File: src/rtl/bird_column.sv
// bird_column: the bird's whole LED column.
// Keeps the bird's row. Applies flap lift and timed gravity.
// Detects ground hits and pipe collisions and reports a crash.
module bird_column #(
   parameter int ROWS       = 8,
   parameter int START_ROW  = 4,
   parameter int FALL_TICKS = 16,
   parameter int FLAP_ROWS  = 1
) (
   input  logic                    clk,
   input  logic                    reset,
   input  logic                    in,
   input  logic                    restart,
   input  logic                    pause,
   input  logic [ROWS-1:0]         wall,
   output logic [ROWS-1:0]         lights,
   output logic [$clog2(ROWS)-1:0] pos,
   output logic                    flying,
   output logic                    crashed
);

   localparam int PW = $clog2(ROWS);
   localparam int CW = (FALL_TICKS > 1) ? $clog2(FALL_TICKS) : 1;

   typedef enum logic [1:0] {
      IDLE   = 2'd0,
      FLYING = 2'd1,
      DEAD   = 2'd2
   } state_t;

   state_t        state;
   logic [CW-1:0] fall_cnt;
   logic [PW-1:0] flap_pos;
   logic          hit;
   logic          tick;

   // Flap target: FLAP_ROWS above the current row, saturating at the ceiling.
   always_comb begin
      // NOTE: give every combinational output a default first so no path leaves it unassigned (no latch).
      flap_pos = PW'(ROWS - 1);
      if (int'(pos) + FLAP_ROWS < ROWS)
         flap_pos = PW'(int'(pos) + FLAP_ROWS);
   end

   assign hit  = |(wall & lights);
   assign tick = (fall_cnt == CW'(FALL_TICKS - 1));

   // Bird FSM: restart beats pause, and pause beats normal flight logic.
   always_ff @(posedge clk or negedge reset) begin
      // NOTE: sequential state uses non-blocking assignments so every register samples pre-edge values.
      if (!reset) begin
         state    <= IDLE;
         pos      <= PW'(START_ROW);
         fall_cnt <= '0;
      end else if (restart) begin
         state    <= IDLE;
         pos      <= PW'(START_ROW);
         fall_cnt <= '0;
      end else if (!pause) begin
         case (state)
            IDLE: begin
               if (in) begin
                  state    <= FLYING;
                  pos      <= flap_pos;
                  fall_cnt <= '0;
               end
            end
            FLYING: begin
               if (hit) begin
                  state <= DEAD;
               end else if (in) begin
                  pos      <= flap_pos;
                  fall_cnt <= '0;
               end else if (tick) begin
                  fall_cnt <= '0;
                  if (pos == '0)
                     state <= DEAD;
                  else
                     pos <= pos - 1'b1;
               end else begin
                  fall_cnt <= fall_cnt + 1'b1;
               end
            end
            DEAD: begin
               // Only restart or reset leaves DEAD.
            end
            default: state <= IDLE;
         endcase
      end
   end

   assign lights  = ROWS'(1) << pos;
   assign flying  = (state == FLYING);
   assign crashed = (state == DEAD);

endmodule
File: config.mk
export PLATFORM = sky130hd
export DESIGN_NAME = bird_column
export DESIGN_NICKNAME = d
export VERILOG_FILES = /design/src/rtl/bird_column.sv
export SDC_FILE = /design/constraint.sdc
export NUM_CORES = 1
export LEC_CHECK = 0
export ABC_AREA = 1
export CAP_MARGIN = 40
export CORE_ASPECT_RATIO = 1.25
export CORE_UTILIZATION = 30
export DETAILED_ROUTE_END_ITERATION = 7
export GPL_ROUTABILITY_DRIVEN = 0
export PLACE_DENSITY_LB_ADDON = 0.15
export SLEW_MARGIN = 20
export SYNTH_ARGS = -nofsm -noshare
export SYNTH_HDL_FRONTEND = slang
export SYNTH_SLANG_ARGS = --single-unit
File: constraint.sdc
create_clock -name clk -period 2 [get_ports clk]
set_input_delay 0.4 -clock clk [delete_from_list [all_inputs] [get_ports clk]]
set_output_delay 0.4 -clock clk [all_outputs]
set_load 0.01 [all_outputs]
======== Word-level counts from Yosys, hierarchy flattened ========
Cells that the tools add are included.
storage, ports and cells
  bits in registers ....................... 9
  input port bits ......................... 13
  output and inout port bits .............. 13
  word-level logic and storage cells ...... 52
cells by class
  $add $sub $neg .......................... 3
  magnitude comparators ................... 1
  equality and inequality tests ........... 12
  shift-type cells ........................ 1
  mux-type cells .......................... 24
  bitwise operators ....................... 1
  reductions and logical operators ........ 7
operators by type and width
  cell                                                  count
  < comparator 32 x 5 -> 1 bit (second input constant)  1
  2-to-1 mux 3 bit                                      8
  2-to-1 mux 4 bit                                      6
  2-to-1 mux 2 bit                                      7
  AND reduction 6 bit                                   2
  AND 8 bit                                             1
  != test 4 x 2 -> 1 bit (second input constant)        2
  != test 4 x 3 -> 1 bit (second input constant)        2
  one-hot mux 4 bit (2 select lines)                    1
  OR reduction 8 bit                                    1
  << shifter 1 x 3 -> 8 bit (first input constant)      1
  != test 3 bit (second input constant)                 2
  one-hot mux 2 bit (3 select lines)                    1
  one-hot mux 3 bit (2 select lines)                    1
  adder 3 x 1 -> 4 bit (second input constant)          1
  adder 4 x 1 -> 4 bit (second input constant)          1
  == test 4 bit (second input constant)                 1
  != test 2 bit (second input constant)                 2
  != test 4 bit (second input constant)                 1
  AND reduction 4 bit                                   1
  zero test 3 bit                                       1
  nonzero test 3 bit                                    1
  subtractor 3 x 1 -> 3 bit (second input constant)     1
  == test 2 x 1 -> 1 bit (second input constant)        1
  2 further kinds                                       2

======== Depth between registers and ports, before layout ========
  word-level depth ........................ 8
  mapped depth ............................ 10
  gate-level depth less buffers ........... 10

======== Worst setup path before layout ========
No wires, ideal clock.
  kind .................................... register -> register
  start ................................... register pos[0]
  end ..................................... register fall_cnt[1]
  setup time .............................. 118 ps
  arrival ................................. 1545 ps
  data required time ...................... 1882 ps
  path slack .............................. 337 ps
  cell stages (with the launch flop) ...... 11
  buffers on the path ..................... 0
  clock period less this slack ............ 1663 ps
  path through ............................ dfrtp_1 > ha_1 > ha_1 > nand2_1 > nand2_1 > nor2_1 > nand2_2 > nand2_4 > nand2_4 > nand2_1 > o21ai_2
between the ends
  word-level cells in the longest chain between the ends .. 5
RTL lines
  what                           RTL line  text
  start, declared                17        output logic [$clog2(ROWS)-1:0] pos,
  start signal, assigned         53        pos <= PW'(START_ROW);
  start signal, assigned         57        pos <= PW'(START_ROW);
  start signal, assigned         64        pos <= flap_pos;
  << shifter 1 x 3 -> 8 bit      92        assign lights = ROWS'(1) << pos;
  net lights[7]                  16        output logic [ROWS-1:0] lights,
  AND 8 bit                      45        assign hit = |(wall & lights);
  OR reduction 8 bit             45
  != test 3 bit (no line)        -
  AND reduction 4 bit (no line)  -
  end signal, assigned           81        fall_cnt <= fall_cnt + 1'b1;
  end, declared                  32        logic [CW-1:0] fall_cnt;
The timed path passes the listed nets, and every way through them passes these cells.
A chain may end at the register's enable or synchronous reset.

======== Worst setup path after layout ========
  start ................................... register pos[2]
  end ..................................... output lights[3]
between the ends
  word-level cells in the longest chain between the ends .. 1
RTL lines
  what                       RTL line
  << shifter 1 x 3 -> 8 bit  92
  end, declared              16
Every way passes these cells.

==> run_results.csv <==
group,metric,value,unit
layout,nNetsFinal,197,
routing,routed-via-count,983,
timing,fmax,524,MHz
logic_synthesis,post_synth_inst_count,138,
cts,worst_skew_pair.late_latency,0.27,ns
layout,drive_gt1_share,24.0,%
critical_path,r2r_start,"pos[1]",
timing,grt_setup_unrepaired,"false",
logic_synthesis,synthTopCellsByArea,"sky130_fd_sc_hd__dfrtp_1 22%, sky130_fd_sc_hd__nand2_1 18%, sky130_fd_sc_hd__ha_1 11%",
logic_synthesis,yosys.cell_count.top_type,"sky130_fd_sc_hd__nand2_1",
critical_path,crit_chain,"buf_4 > inv_2 > ha_1 > dlygate4sd2_1",
power_and_ir_drop,leakage,0.729,nW
grt,via_count_of_the_first_global_routing_pass,948,
logic_synthesis,number_of_enable_flip_flop_cells_after_synthesis,0,
power_and_ir_drop,power_switching_share,46.0,%
cts,clk_root_buffer_cell,"sky130_fd_sc_hd__clkbuf_4",
logic_synthesis,synth_seq_cells,9,
power_and_ir_drop,vdd_drop_max,0.400,mV
critical_path,cp.required,1.60,ns
power_and_ir_drop,share_clk_of_total_power,9.3,%
critical_path,critical_path_peak_fanout,5,
logic_synthesis,synth.yosys.seq_area_share,24.9,%
timing,fin_ws,0.0931,ns
logic_synthesis,synthFlopType,"sky130_fd_sc_hd__dfrtp_1",
timing,finalClockSkew,0.00170,ns
logic_synthesis,yosysWarnings,0,
critical_path,path_delay_family,"flip-flops",
layout,post-route-util,45.7,%
critical_path,slowest_stage,"sky130_fd_sc_hd__dfstp_2",
place,port-buffer-count,25,
critical_path,cp_data_arrival_time,1.51,ns
routing,detail_route.iter0.violations,25,
place,dp.cells,200,
layout,postLayoutCellArea,1330,um2
flow_run,drv_cap,0,
cts,tritoncts,"built",
grt,globalRouteOverflowTotal,0,
layout,multi_input_area,622,um2
routing,final_antenna_net_count,0,
logic_synthesis,post_synth_most_frequent_cells,"44 x sky130_fd_sc_hd__nand2_1, 18 x sky130_fd_sc_hd__nand3_1, 15 x sky130_fd_sc_hd__inv_1",
cts,numClockSinks,9,
routing,via_per_inst,4.66,
logic_synthesis,synth.cell_area,910,um2
layout,num_antenna_cells,0,
logic_synthesis,post-synth-top-area-cell,"sky130_fd_sc_hd__dfrtp_1",
cts,cts_made_buffers,3,
routing,drcViolationCount,0,
die,die_height,63.6,um
timing,hold_violations,0,
logic_synthesis,postSynth.asyncResetShare,100,%
place,placement.setup.worst_slack,0.0967,ns
outcome,result_of_the_run,"finished, final reports clean",
power_and_ir_drop,combinationalPowerShare,70.9,%
die,fp.dieArea,3260,um2
worst_hold_path,worstHoldPathType,"input pin to async pin",
critical_path,reg2regPathDepth,11,
logic_synthesis,synth_largest_type_area_fraction,22.0,%
cts,cts.clk_slew.worst_paths,0.06,ns
power_and_ir_drop,power.net_switching,0.000712,W
logic_synthesis,synth_area_per_cell,6.59,um2
critical_path,worstReg2RegEnd,"pos[1]",
routing,detailedRoute.firstPassIterationCount,4,
die,start_util,31.2,%
cts,cts_max_path_buffers,2,
critical_path,worstSetupPathType,"flop to output pin",
timing,final-max-slew-violation-count,0,
routing,routedWlPerCell,11.7,um
layout,stdcell_count,211,
timing,finalWorstPathRequiredPeriod,1.91,ns
power_and_ir_drop,p_int,0.000834,W
grt,wire_length_of_the_first_global_routing_pass,4.09,mm
die,core_area,2920,um2
grt,antenna_found_initial,0,
place,detailed_place.area,1230,um2
timing,worst-slew-pin-transition,0.423,ns
die,num_io_pins,26,
layout,fillerInstances,317,
critical_path,cp_num_buf_inv,3,
timing,setup_viol,0,
cts,htree_num_levels,1,
grt,grt_use_total,16.5,%
power_and_ir_drop,power_per_cell_area,1160,nW/um2
timing,totalNegativeSetupSlack,0,ns
timing,period_share,95.3,%
grt,grt_start_max_net_pins,10,
routing,finalWirelength,2.47,mm
logic_synthesis,synth.lib_cells_used.distinct,24,
layout,areaGrowthSynthToFinish,46.5,%
die,std_cell_rows,22,
logic_synthesis,synth_fp_nets,159,
critical_path,ff2ff_setup_slack,0.25,ns
critical_path,critPathMaxStageDelay,0.57,ns
die,chipWidth,51.3,um
timing,timing.max_slew.rel_slack,71.7,%
critical_path,worstSetupEndpointType,"output pin",
power_and_ir_drop,sequentialPowerShare,19.8,%
place,place.detailed.hpwl,1.98,mm
critical_path,cp-start-kind,"flop",
layout,area.sequential,229,um2
[metrics by stage]
stage                     hold WS [ns]  power, W
final                            0.435   0.00155
after detailed placement         0.530   0.00130
after global placement           0.523   0.00129
after CTS                        0.449   0.00155
after global routing             0.485   0.00171
after floorplan                  0.104  0.000902
[flip-flops by register name (all words and copies together) (netlist names)]
register  cells
fall_cnt      4
state         2
pos           3
[worst max-delay path by stage]
stage           start           to  slack, ns  depth (start not counted)
2_1_floorplan  pos[0]  fall_cnt[1]       0.34                         10
3_3_place_gp   pos[0]    lights[2]       0.13                          5
3_5_place_dp   pos[0]    lights[2]        0.1                          5
4_1_cts        pos[2]    lights[5]      0.005                          4
5_1_grt        pos[2]    lights[3]       0.01                          4
6_report       pos[2]    lights[3]       0.09                          4
[power by group through the flow]
stage	registers, W	clock network, W	logic (W)
5_1_grt	0.000318	0.000158	0.00123
3_3_place_gp	0.000337	0	0.000957
4_1_cts	0.000312	0.000152	0.00108
3_5_place_dp	0.000342	0	0.000959
2_1_floorplan	0.000323	0	0.000579
6_report	0.000307	0.000143	0.00110
[worst register-to-register path: cells and delay by family (launching register included)]
family | cells | cell delay [ns]
fa+ha+maj | 2 | 0.38
buf+inv | 1 | 0.14
flops | 1 | 0.42
simple gates | 8 | 0.71
[metal layers]
metal / vias up / global-route usage, % / routed length (um)
met5: - / 0 / 0
li1: 516 / - / -
met4: 0 / 6.08 / 36
met3: 5 / 1.93 / 123
met1: 435 / 18.6 / 999
met2: 27 / 30.6 / 1310
[cells by family (layout without fill, tap and decap cells)]
| logic type | Yosys count | after routing | share of synthesized area (%) |
|---|---|---|---|
| buf+inv | 23 | 60 | 10.0 |
| fa+ha+maj | 8 | 8 | 11.0 |
| compound gates | 7 | 7 | 6.19 |
| simple gates | 91 | 91 | 47.9 |
| flops | 9 | 9 | 24.9 |
[final cells by class]
| class | count | share of cell area [%] |
|---|---|---|
| clock buffer | 4 | 1.97 |
| inverter | 21 | 5.92 |
| multi-input combinational | 106 | 46.7 |
| sequential | 9 | 17.2 |
| tap | 36 | 3.38 |
| timing repair buffer | 35 | 24.9 |
[cells in the final DEF (no fill, tap or decap), drive strengths merged, types with 2 or more instances in the layout]
cell and count:
ha 8, nand4 6, or2 2, dlygate4sd2 7, o21ai 3, nand3 19, clkdlybuf4s50 17, nor3 4
a21oi 3, nor2 12, clkbuf 4, inv 20, nand2 48, dfrtp 8, buf 10
[timing repair]
action / 4_1_cts / 5_1_grt
endpoints found under the hold margin: 0 / 0
setup endpoints to repair: 8 / 2
hold buffers: 0 / 0
resized for setup: 17 / 1
setup buffers: 6 / 1
Note: power is estimated with default switching activity, not from simulation.
